### config.mk
export PLATFORM = sky130hd
export DESIGN_NAME = text_glyph_renderer
export DESIGN_NICKNAME = d
export VERILOG_FILES = /design/src/rtl/text_glyph_renderer.sv
export SDC_FILE = /design/constraint.sdc
export NUM_CORES = 1
export LEC_CHECK = 0
export ABC_CLOCK_PERIOD_IN_PS = 5210
export BUFFER_PORTS_ARGS = -buffer_cell sky130_fd_sc_hd__buf_2
export CORE_MARGIN = 2
export CORE_UTILIZATION = 50
export DETAILED_ROUTE_END_ITERATION = 7
export PLACE_DENSITY_LB_ADDON = 0.25
export SYNTH_ARGS = -nofsm -noshare
export SYNTH_HDL_FRONTEND = slang
export SYNTH_SLANG_ARGS = --single-unit
### constraint.sdc
create_clock -name clk -period 5.21 [get_ports clk]
set_clock_uncertainty 0.1 [all_clocks]
set_input_delay 1.563 -clock clk [delete_from_list [all_inputs] [get_ports clk]]
set_output_delay 1.563 -clock clk [all_outputs]
set_load 0.02 [all_outputs]
### src/rtl/text_glyph_renderer.sv
// Beam-synchronous banner renderer: follows the sync generator's pixel counters,
// fetches 8x16 glyph rows for "RED" and serialises them MSB-first into 12-bit RGB.
`timescale 1ns/1ps

module text_glyph_renderer #(
  parameter int          ORIGIN_X = 100,
  parameter int          ORIGIN_Y = 100,
  parameter logic [11:0] FG_COLOR = 12'hF00,
  parameter logic [11:0] BG_COLOR = 12'h000
) (
  input  logic        clk,
  input  logic        rst_n,
  input  logic        pixel_tick,
  input  logic [9:0]  pixel_x,
  input  logic [9:0]  pixel_y,
  input  logic        video_on,
  input  logic        hsync_in,
  input  logic        vsync_in,
  output logic [1:0]  font_addr,
  output logic [3:0]  font_row,
  input  logic [7:0]  font_data,
  output logic [11:0] rgb,
  output logic        hsync,
  output logic        vsync
);

  localparam logic [9:0] X_START = 10'(ORIGIN_X - 2);
  localparam logic [9:0] X_LO    = 10'(ORIGIN_X);
  localparam logic [9:0] X_LAST  = 10'(ORIGIN_X + 23);
  localparam logic [9:0] X_HI    = 10'(ORIGIN_X + 24);
  localparam logic [9:0] Y_LO    = 10'(ORIGIN_Y);
  localparam logic [9:0] Y_HI    = 10'(ORIGIN_Y + 16);

  typedef enum logic [1:0] {IDLE, PREFETCH, RUN} state_t;

  state_t     state;
  logic [7:0] shreg;
  logic [1:0] char_idx;
  logic [9:0] prev_x;

  logic       line_active;
  logic       in_box;
  logic       in_seq;
  logic [3:0] row_lo;
  logic [9:0] glyph_x;

  // NOTE: every always_comb output is assigned on every path, so no latch is inferred.
  always_comb begin
    line_active = (pixel_y >= Y_LO) && (pixel_y < Y_HI);
    in_box      = line_active && (pixel_x >= X_LO) && (pixel_x < X_HI);
    in_seq      = (pixel_x == prev_x + 10'd1);
    row_lo      = 4'(pixel_y - Y_LO);
    glyph_x     = X_LO + {5'd0, char_idx, 3'd0};
  end

  // NOTE: sequential state uses non-blocking assignments so every register samples
  // pre-edge values; later assignments in the same tick override earlier ones.
  always_ff @(posedge clk or negedge rst_n) begin
    if (!rst_n) begin
      state     <= IDLE;
      shreg     <= '0;
      char_idx  <= '0;
      prev_x    <= '0;
      font_addr <= '0;
      font_row  <= '0;
      rgb       <= '0;
      hsync     <= 1'b0;
      vsync     <= 1'b0;
    end else if (pixel_tick) begin
      hsync  <= hsync_in;
      vsync  <= vsync_in;
      prev_x <= pixel_x;

      if (!video_on)               rgb <= '0;
      else if (in_box && shreg[7]) rgb <= FG_COLOR;
      else                         rgb <= BG_COLOR;

      case (state)
        IDLE: begin
          font_addr <= '0;
          shreg     <= '0;
          char_idx  <= '0;
          if (line_active && pixel_x == X_START) begin
            font_row <= row_lo;
            state    <= PREFETCH;
          end
        end

        PREFETCH: begin
          if (!in_seq) begin
            shreg <= '0;
            state <= IDLE;
          end else begin
            shreg <= font_data;
            state <= RUN;
          end
        end

        RUN: begin
          if (!in_seq || pixel_x == X_LAST) begin
            // Line wrap, counter jump or end of banner: drop the rest of the row.
            shreg     <= '0;
            font_addr <= '0;
            state     <= IDLE;
          end else begin
            shreg <= shreg << 1;
            if (char_idx != 2'd2 && pixel_x == glyph_x + 10'd6) begin
              font_addr <= char_idx + 2'd1;
              font_row  <= row_lo;
            end
            // Next glyph loads on the same tick the current glyph's last bit is shown.
            if (char_idx != 2'd2 && pixel_x == glyph_x + 10'd7) begin
              shreg    <= font_data;
              char_idx <= char_idx + 2'd1;
            end
          end
        end

        default: state <= IDLE;
      endcase
    end
  end

endmodule
Word level (Yosys, flattened, before mapping)
Cells that the tools add are included.

$add $sub $neg: 6. $lt $le $gt $ge: 4. Equality and inequality tests: 14. Muxes and demuxes: 20. Reduce and logical (&&, ||, !) cells: 17.

Operators with widths (count): $mux W12 (2); $mux W8 (3); $pmux W8 S3 (1); $eq A10 B7 Y1 const B (2); $eq A10 B9 Y1 (2); $ge A10 B7 Y1 const B (2); $lt A10 B7 Y1 const B (2); $add A8 B3 Y9 const B (2); $mux W2 (7); $mux W4 (3); $ne A2 B2 Y1 const B (6); $add A10 B1 Y10 const B (1); $eq A10 B10 Y1 (1); $add A7 B5 Y8 const A (1); $pmux W2 S2 (2); $pmux W4 S2 (1); $logic_and A1 B1 Y1 (7); $pmux W2 S3 (1); $reduce_and A3 Y1 (2); $reduce_and A5 Y1 (1); $reduce_and A4 Y1 (1); $sub A4 B3 Y4 const B (1); $ne A3 B3 Y1 const B (1); $reduce_bool A3 Y1 (1); other kinds (8) (8).

Register bits: 42. Input bits: 34. Output and inout port bits: 20. Logic and storage cells: 70.

Depth between registers and ports, before layout
Gate-level depths: netlist of run 1.

Depth after elaboration: 7. Mapped depth: 9. Depth with buffers taken out: 8.

Worst setup path after synthesis of run 1
OpenSTA, ideal clock, no wires.

Path type: input to register. Start: input port pixel_y[3]. End: register font_row[0]. Setup time: 0.125 ns. Arrival: 3.201 ns. Data required time: 4.985 ns. Path slack: 1.784 ns. Cell stages on the path: 8. Path buffers: 0. Cell sequence: inv_1 > ha_1 > nor3b_1 > o2111ai_1 > o31ai_1 > nand3_1 > o32ai_4 > mux2_2.

Word-level cells in the longest chain between the ends: 5. Elaborated cells between the ends (all ways): 6. Classes of those cells: order compare: 2; eq/ne: 1; reduce/logical: 3.

Ends and longest elaborated chain: start: declaration (line 15) `input logic [9:0] pixel_y,`; $ge A10 B7 Y1 / $lt A10 B7 Y1 (equally long branches) (line 49) `line_active = (pixel_y >= Y_LO) && (pixel_y < Y_HI);`; $logic_and A1 B1 Y1 * (line 49); $logic_and A1 B1 Y1 * (line 83) `if (line_active && pixel_x == X_START) begin`; $ne A2 B2 Y1 (no line) *; $reduce_and A5 Y1 (no line) *; end signal: assignment (line 84) `font_row <= row_lo;`; end signal: assignment (line 109) `font_row <= row_lo;`; end: declaration (line 20) `output logic [3:0] font_row,`.

Every way passes the cells marked *; elsewhere a longest branch is shown, timed or not. A chain may end at the register's enable or synchronous reset.

Worst setup path in the final report of run 1
Start: input port pixel_x[6]. End: register font_row[2].

Word-level cells in the longest chain between the ends: 5. Elaborated cells between the ends (all ways): 12. Classes of those cells: eq/ne: 7; reduce/logical: 5.

Ends and longest elaborated chain: start: declaration (line 14) `input logic [9:0] pixel_x,`; $eq A10 B10 Y1 (line 51) `in_seq = (pixel_x == prev_x + 10'd1);`; $logic_not A1 Y1 (line 100) `if (!in_seq || pixel_x == X_LAST) begin`; $logic_or A1 B1 Y1 (line 100); $ne A2 B2 Y1 (no line); $reduce_and A5 Y1 (no line) *.

Marks and branches as above.

==> flow_summary.yaml, run 1 <==
setup_path:
  critPathMaxStageDelay_ns: 0.75
  cp_slowest_cell: "o21ai_1"
  cp-start-kind: "primary input"
  reg2regPathDepth: 7
  crit_buf_inv: 1
  cp_num_cells: 7
  cp.required_ns: 5.28
  reg2reg_from: "prev_x[0]$_DFFE_PN0P_"
  crit_family: "compound AO/OA/AOI/OAI gates"
  critPathLaunch: "pixel_x[6]"
  endpoint_kind: "flop"
  arrival_ns: 3.71
  crit_fanout: 11
  crit_chain: "buf_2 -> and2_1 -> o221a_2 -> a311o_1 -> o21ai_1 -> o32ai_4 -> mux2_2"
  crit_type: "in2reg"
clock_tree:
  cts_max_path_buffers: 2
  clockRootBuffer: "clkbuf_8"
  htreeDepth: 2
  post_cts_buffers: 0
  cts_made_buffers: 5
  cts_hold_buffers: 0
  clock-sinks: 31
  clk_latency_ns: 0.29
  cts_tree: "yes"
  cts.repair.resized: 0
  clk_pin_slew_ns: 0.06
die:
  coreArea_sq_um: 4290
  die_area_sq_um: 4930
  die_h_microns: 70.2
  row_count: 24
  fp.dieW_microns: 70.2
  ioPinCount: 54
  start_util: 0.510
routing:
  detail_route.wl_per_cell_microns: 14.6
  first_pass_iters: 5
  first_iter_violations: 142
  viasPerCell: 5.61
  vias: 1772
  wl_microns: 4600
  drc: 0
  ant_nets: 0
layout:
  stdcell_count: 316
  finalInstanceArea_sq_um: 2480
  mostFrequentLayoutCells: "buf_2, dfrtp_1, nand2_1"
  antennaDiodeCount: 0
  fin_nets: 307
  layout_commonest_cell: "buf_2"
  synthToLayoutAreaGrowth_pct: 13.0
  drive_above_1_share: 0.280
placed_design:
  postPlaceCellArea_sq_um: 2390
  dp_cells: 309
  dp_hpwl_microns: 3460
  portBuffers: 45
  gp_congestion: 0.796
timing:
  maxSlewViolCount: 0
  setup_viol: 0
  hold_viol: 0
  period_needed_ns: 3.64
  hold_ws_ns: 0.401
  period_share: 0.698
  worst_slew_pin_slew_ns: 0.932
  fin_tns_setup_ns: 0
  slew_headroom: 0.375
  max_freq_ghz: 0.275
  rsz0062_at_grt: "no"
grt:
  antenna_found_initial: 0
  overflow: 0
  grt_pass1_vias: 1790
  grt_pass1_wl_microns: 7890
  track_usage: 0.200
  grt_max_degree: 32
logic_synthesis:
  syn_avg_cell_area_sq_um: 9.74
  ys_seq_elements: 31
  netlist_area_sq_um: 2190
  ys_types: 54
  synth_top_flop_cell: "dfrtp_1"
  yosysWarnings: 0
  async_flop_share: 1.00
  synth_seq_area_share: 0.354
  synth_edf_count: 0
  synth_cells: 225
  yosysTopAreaCell: "dfrtp_1"
  synth_top_area_frac: 0.354
  yosys-top-cells-area: "dfrtp_1, mux2_2, ha_1, buf_4, nand2_1"
min_path:
  hold_start: "vsync$_DFFE_PN0P_"
  hold_depth: 1
  min_path_type: "reg2reg"
status:
  status: "finished, final reports clean"
pwr:
  peakVddDrop_mv: 0.192
  power_density_nw_per_um2: 284
  cellLeakagePower_uw: 0.00114
job:
  cap_violations: 0
## Yosys cell counts, drive strengths merged, types with 6 or more instances
cell type	instances
mux2	15
ha	9
xnor2	7
nor2	9
o31ai	9
nor2b	6
nand3	13
inv	11
nand2	21
buf	15
dfrtp	31
a21o	8
## cell families (layout without fill, tap and decap cells)
group | after synthesis | in the layout | synth area share
buf+inv | 31 | 63 | 0.0731
xor+xnor | 13 | 13 | 0.0582
simple gates | 76 | 76 | 0.188
mux | 19 | 19 | 0.0953
flops | 31 | 31 | 0.354
fa+ha+maj | 9 | 9 | 0.0514
other cells | 1 | 8 | 0.00171
compound gates | 45 | 45 | 0.178
## per-layer routing
layer | wire [microns] | vias up | track usage
met5 | 0 | - | 0
li1 | - | 864 | -
met4 | 80 | 0 | 0.0791
met2 | 2230 | 38 | 0.333
met3 | 184 | 7 | 0.0390
met1 | 2110 | 863 | 0.257
## area by class of cell
class	count	area (sq um)
timing repair buffer	45	225
sequential	31	776
multi-input combinational	170	1280
inverter	11	41.3
tap	52	65.1
fill	396	1820
clock buffer	6	82.6
clock inverter	1	5.00
## metrics by stage
| step | util | power (uW) | worst slack [ns] |
|---|---|---|---|
| 2_1_floorplan | - | 455 | 1.78 |
| 3_3_place_gp | 0.557 | 512 | 1.33 |
| 3_5_place_dp | 0.557 | 518 | 1.30 |
| 4_1_cts | 0.577 | 710 | 1.59 |
| 5_1_grt | 0.577 | 745 | 1.43 |
| 6_report | 0.577 | 702 | 1.57 |
## final timing paths
kind / slack, ns / to
hold / removal: 0.40 / vsync$_DFFE_PN0P_
max in group asynchronous: 3.33 / font_row[2]$_DFFE_PN0P_
hold reg to reg: 0.40 / vsync$_DFFE_PN0P_
setup / recovery: 1.57 / font_row[2]$_DFFE_PN0P_
min in group asynchronous: 1.22 / shreg[4]$_DFFE_PN0P_
setup reg to reg: 2.32 / font_row[2]$_DFFE_PN0P_
## report_power, final
part           switching (uW)  internal, uW
Combinational             129          92.1
Clock                    86.1           103
Sequential               21.6           270
## registers in the layout, indices dropped and copies added, names as in the netlist
name	flops
state	2
font_row	4
rgb	1
shreg	8
vsync	1
char_idx	2
hsync	1
prev_x	10
font_addr	2
Note: power is estimated with default switching activity, not from simulation.
==> run 2, diff against run 1 <==
- ABC_CLOCK_PERIOD_IN_PS: 5210 -> 2970
- CORE_UTILIZATION: 50 -> 48
- clock period: 5.21 -> 2.97 ns (I/O delays scaled with it)
==> run 2 against run 1 <==
Count of clock-buffer cells in the layout unchanged. First-iteration DRC count increased by 4.2%. Wire length increased by 4.4%. Total power increased by 74%. Utilization increased by 0.70 points. Combinational power increased by 86%. Non-clock buffer count increased by 13. Highest routed layer unchanged. Sequential power increased by 76%. Die area increased by 3.9%. Via count increased by 2.4%. Sequential share of layout area decreased by 1.0 points.
==> flow_summary.yaml, run 2 (synthesis gave the netlist of run 1 again) <==
layout:
  register_area_sq_um: 776
  regMostFlops: "prev_x"
  antennaDiodeCount: 0
  finalInstanceArea_sq_um: 2560
  layout_commonest_cell: "buf_2"
  fillers: 399
  multiInputGateArea_sq_um: 1280
  reg_top3: "prev_x x10, shreg x8, font_row x4"
  utilization: 0.584
  largest_reg_flops: 10
  mostFrequentLayoutCells: "buf_2, dfrtp_1, nand2_1"
  fin_nets: 320
  synthToLayoutAreaGrowth_pct: 16.8
  stdcell_count: 328
  drive_above_1_share: 0.308
die:
  die_h_microns: 71.6
  die_area_sq_um: 5120
  coreArea_sq_um: 4380
  fp.dieW_microns: 71.6
  ioPinCount: 54
  row_count: 24
  start_util: 0.500
clock_tree:
  cts_tree: "yes"
  clk_pin_slew_ns: 0.06
  cts.repair.resized: 0
  cts_made_buffers: 5
  clockRootBuffer: "clkbuf_8"
  post_cts_buffers: 0
  htreeDepth: 2
  clk_latency_ns: 0.28
  clock-sinks: 31
  cts_hold_buffers: 0
  cts_max_path_buffers: 2
timing:
  rsz0062_at_grt: "no"
  fin_tns_setup_ns: 0
  max_freq_ghz: 0.368
  setup_viol: 0
  period_share: 0.915
  slew_headroom: 0.532
  maxSlewViolCount: 0
  hold_viol: 0
  worst_slew_pin_slew_ns: 0.702
  period_needed_ns: 2.72
pwr:
  intPower_uw: 810
  clockPowerShare: 0.244
  pwr-share-seq: 0.420
  peakVddDrop_mv: 0.439
  pwr-share-comb: 0.336
  cellLeakagePower_uw: 0.00119
  switchingPower_uw: 413
  switching_share: 0.338
  power_density_nw_per_um2: 478
job:
  cap_violations: 0
setup_path:
  cp.required_ns: 3.03
  cp-start-kind: "primary input"
  endpoint_kind: "flop"
  crit_fanout: 4
  crit_buf_inv: 2
  cp_slowest_cell: "mux2_2"
  critPathMaxStageDelay_ns: 0.37
  crit_family: "compound AO/OA/AOI/OAI gates"
  crit_chain: "buf_2 -> inv_1 -> ha_1 -> nor3b_1 -> o2111ai_1 -> o31ai_1 -> nand3_1 -> o32ai_4 -> mux2_2"
  crit_type: "in2reg"
  arrival_ns: 2.78
placed_design:
  gp_congestion: 0.824
  dp_cells: 322
  portBuffers: 45
  dp_hpwl_microns: 3660
  postPlaceCellArea_sq_um: 2490
status:
  status: "finished, final reports clean"
grt:
  antenna_found_initial: 0
  busiest_layer: "met2"
  grt_pass1_wl_microns: 8230
  grt_pass1_vias: 1763
  met3_usage: 0.0422
  grt_use_met1: 0.288
  overflow: 0
  track_usage: 0.204
  grt_max_degree: 32
  grt_use_met2: 0.318
routing:
  detail_route.wl_per_cell_microns: 14.6
  first_pass_iters: 4
  vias: 1815
  wl_microns: 4810
  drc: 0
  ant_nets: 0
  first_iter_violations: 148
  viasPerCell: 5.53
min_path:
  min_path_type: "reg2reg"
run 2: layout make-up:
| type | instances | share of cell area |
|---|---|---|
| Timing Repair Buffer | 58 | 0.126 |
| Inverter | 11 | 0.0161 |
| Multi-Input combinational cell | 170 | 0.501 |
| Sequential cell | 31 | 0.303 |
| Tap cell | 52 | 0.0254 |
| Clock buffer | 6 | 0.0283 |
run 2: power groups by stage:
stage / Combinational [uW] / Sequential (uW) / Clock, uW
after floorplan: 246 / 551 / 0
after global placement: 407 / 521 / 0
after detailed placement: 411 / 522 / 0
after CTS: 414 / 514 / 310
after global routing: 450 / 521 / 332
final: 411 / 514 / 299
run 2: metal layers:
layer  vias to the layer above  wire (microns)
met3                         7             135
met1                       877            2300
met5                         -               0
met4                         0              57
li1                        899               -
met2                        32            2310
run 2: worst reg2reg max path: stages, from the launching register on:
cell,delay (ns)
dfrtp_1,0.42
ha_1,0.26
o31a_1,0.34
a2111oi_4,0.39
inv_1,0.14
o32ai_4,0.37
mux2_2,0.37
run 2: final timing paths:
kind,from,slack (ns),to,cells past startpoint
max,pixel_y[3],0.25,font_row[0]$_DFFE_PN0P_,9
min,font_row[1]$_DFFE_PN0P_,0.41,font_row[1]$_DFFE_PN0P_,1
max reg2reg,prev_x[0]$_DFFE_PN0P_,0.46,font_row[0]$_DFFE_PN0P_,6
min reg2reg,font_row[1]$_DFFE_PN0P_,0.41,font_row[1]$_DFFE_PN0P_,1
max in group asynchronous,rst_n,1.76,prev_x[5]$_DFFE_PN0P_,1
min in group asynchronous,rst_n,0.56,char_idx[0]$_DFFE_PN0P_,1
run 2: metrics by stage:
| stage | setup WS (ns) | power, uW | hold WS, ns |
|---|---|---|---|
| floorplan | 0.216 | 797 | 0.374 |
| global placement | -0.0120 | 928 | 0.388 |
| detailed placement | -0.00747 | 933 | 0.390 |
| global route | 0.0987 | 1300 | 0.432 |
| finish | 0.253 | 1220 | 0.405 |
| CTS | 0.266 | 1240 | 0.412 |
==> run 3, diff against run 2 <==
- CTS_CLUSTER_DIAMETER: unset -> 150
- REMOVE_ABC_BUFFERS: unset -> 1
==> run 3 against run 2 <==
Cell area increased by 0.78%. Total power increased by 4.8%. Non-clock buffer count decreased by 1. Register-to-register slack got worse by 0.03 ns. Sequential power about the same. Global-route usage decreased by 0.66 points. Combinational power decreased by 2%. Wire length decreased by 5.1%. Setup slack improved by 0.030 ns. Sequential share of layout area decreased by 0.24 points. Count of clock-buffer cells in the layout increased by 2. Critical endpoint unchanged. Hold slack got worse by 0.0024 ns.
==> flow_summary.yaml, run 3 (synthesis gave the netlist of run 1 again) <==
job:
  cap_violations: 0
timing:
  max_freq_ghz: 0.372
  setup_viol: 0
  worst_slew_pin_slew_ns: 0.700
  rsz0062_at_grt: "no"
  period_needed_ns: 2.69
  period_share: 0.905
  maxSlewViolCount: 0
  hold_viol: 0
  slew_headroom: 0.534
  fin_tns_setup_ns: 0
grt:
  overflow: 0
  antenna_found_initial: 0
  grt_pass1_vias: 1808
  grt_max_degree: 32
  grt_pass1_wl_microns: 8000
  track_usage: 0.197
layout:
  largest_reg_flops: 10
  regMostFlops: "prev_x"
  drive_above_1_share: 0.310
  fillers: 398
  synthToLayoutAreaGrowth_pct: 17.7
  antennaDiodeCount: 0
  layout_commonest_cell: "buf_2"
  fin_nets: 319
  mostFrequentLayoutCells: "buf_2, dfrtp_1, nand2_1"
  utilization: 0.588
  finalInstanceArea_sq_um: 2580
  reg_top3: "prev_x x10, shreg x8, font_row x4"
die:
  start_util: 0.500
  fp.dieW_microns: 71.6
  coreArea_sq_um: 4380
  ioPinCount: 54
  row_count: 24
  die_h_microns: 71.6
  die_area_sq_um: 5120
clock_tree:
  cts_max_path_buffers: 2
  clock-sinks: 31
  post_cts_buffers: 0
  cts.repair.resized: 0
  cts_made_buffers: 5
  htreeDepth: 2
  cts_tree: "yes"
  clk_pin_slew_ns: 0.06
  cts_hold_buffers: 0
  clk_latency_ns: 0.28
  clockRootBuffer: "clkbuf_8"
pwr:
  switching_share: 0.326
  cellLeakagePower_uw: 0.00120
  pwr-share-seq: 0.402
  switchingPower_uw: 418
  peakVddDrop_mv: 0.281
  total_power_uw: 1280
  clockPowerShare: 0.282
  pwr-share-comb: 0.315
  power_density_nw_per_um2: 497
  intPower_uw: 864
setup_path:
  crit_type: "in2reg"
  crit_fanout: 4
  arrival_ns: 2.75
  critPathMaxStageDelay_ns: 0.37
  cp_slowest_cell: "mux2_2"
  cp-start-kind: "primary input"
  endpoint_kind: "flop"
  crit_chain: "buf_2 -> inv_1 -> ha_1 -> nor3b_1 -> o2111ai_1 -> o31ai_1 -> nand3_1 -> o32ai_4 -> mux2_2"
  cp.required_ns: 3.03
placed_design:
  portBuffers: 45
  dp_hpwl_microns: 3540
  gp_congestion: 0.796
  postPlaceCellArea_sq_um: 2480
routing:
  first_iter_violations: 104
  first_pass_iters: 4
  drc: 0
  ant_nets: 0
  routed.top_layer: "met4"
  viasPerCell: 5.52
  detail_route.wl_per_cell_microns: 13.9
  wl_microns: 4560
  vias: 1815
  wl_met3_microns: 257
  dr_wl_met2_microns: 2090
  wl_met1_microns: 2180
min_path:
  min_path_type: "reg2reg"
status:
  status: "finished, final reports clean"
run 3: power groups by stage:
stage / Clock [uW] / Combinational (uW) / Sequential [uW]
floorplan: 0 / 230 / 553
global placement: 0 / 401 / 521
detailed placement: 0 / 407 / 522
CTS: 374 / 407 / 516
global route: 389 / 449 / 522
finish: 362 / 404 / 516
run 3: path summary, 6_finish.rpt:
kind | startpoint | endpoint | slack [ns] | cells past startpoint
setup / recovery | pixel_y[3] | font_row[0]$_DFFE_PN0P_ | 0.28 | 9
hold / removal | font_addr[0]$_DFFE_PN0P_ | font_addr[0]$_DFFE_PN0P_ | 0.40 | 1
setup reg to reg | prev_x[0]$_DFFE_PN0P_ | font_row[0]$_DFFE_PN0P_ | 0.43 | 6
hold reg to reg | font_addr[0]$_DFFE_PN0P_ | font_addr[0]$_DFFE_PN0P_ | 0.40 | 1
max in group asynchronous | rst_n | char_idx[1]$_DFFE_PN0P_ | 1.76 | 1
min in group asynchronous | rst_n | prev_x[4]$_DFFE_PN0P_ | 0.56 | 1
run 3: layout make-up:
type | count | area (sq um) | share of cell area
timing repair buffer | 57 | 315 | 0.122
multi-input combinational | 170 | 1280 | 0.497
inverter | 11 | 41.3 | 0.0160
tap | 52 | 65.1 | 0.0252
clock buffer | 8 | 100 | 0.0388
sequential | 31 | 776 | 0.301
run 3: worst max-delay path: cells and delay by family:
kind | cells | cell delay (ns)
buffers and inverters | 2 | 0.16
and+or+nand+nor | 2 | 0.37
AOI/OAI and AO/OA | 3 | 0.82
adders and majority gates | 1 | 0.13
muxes | 1 | 0.37
run 3: through the flow:
step           worst slack, ns  hold WS [ns]  std cells
6_report                 0.284         0.403        329
5_1_grt                 0.0451         0.432        329
4_1_cts                  0.281         0.410        329
3_5_place_dp           -0.0253         0.390        321
3_3_place_gp            0.0174         0.387        321
2_1_floorplan            0.168         0.374        212
run 3: layer usage:
layer,vias to the layer above,track usage
li1,895,-
met1,861,0.263
met2,57,0.320
met3,2,0.0380
met4,0,0.0692
met5,-,0
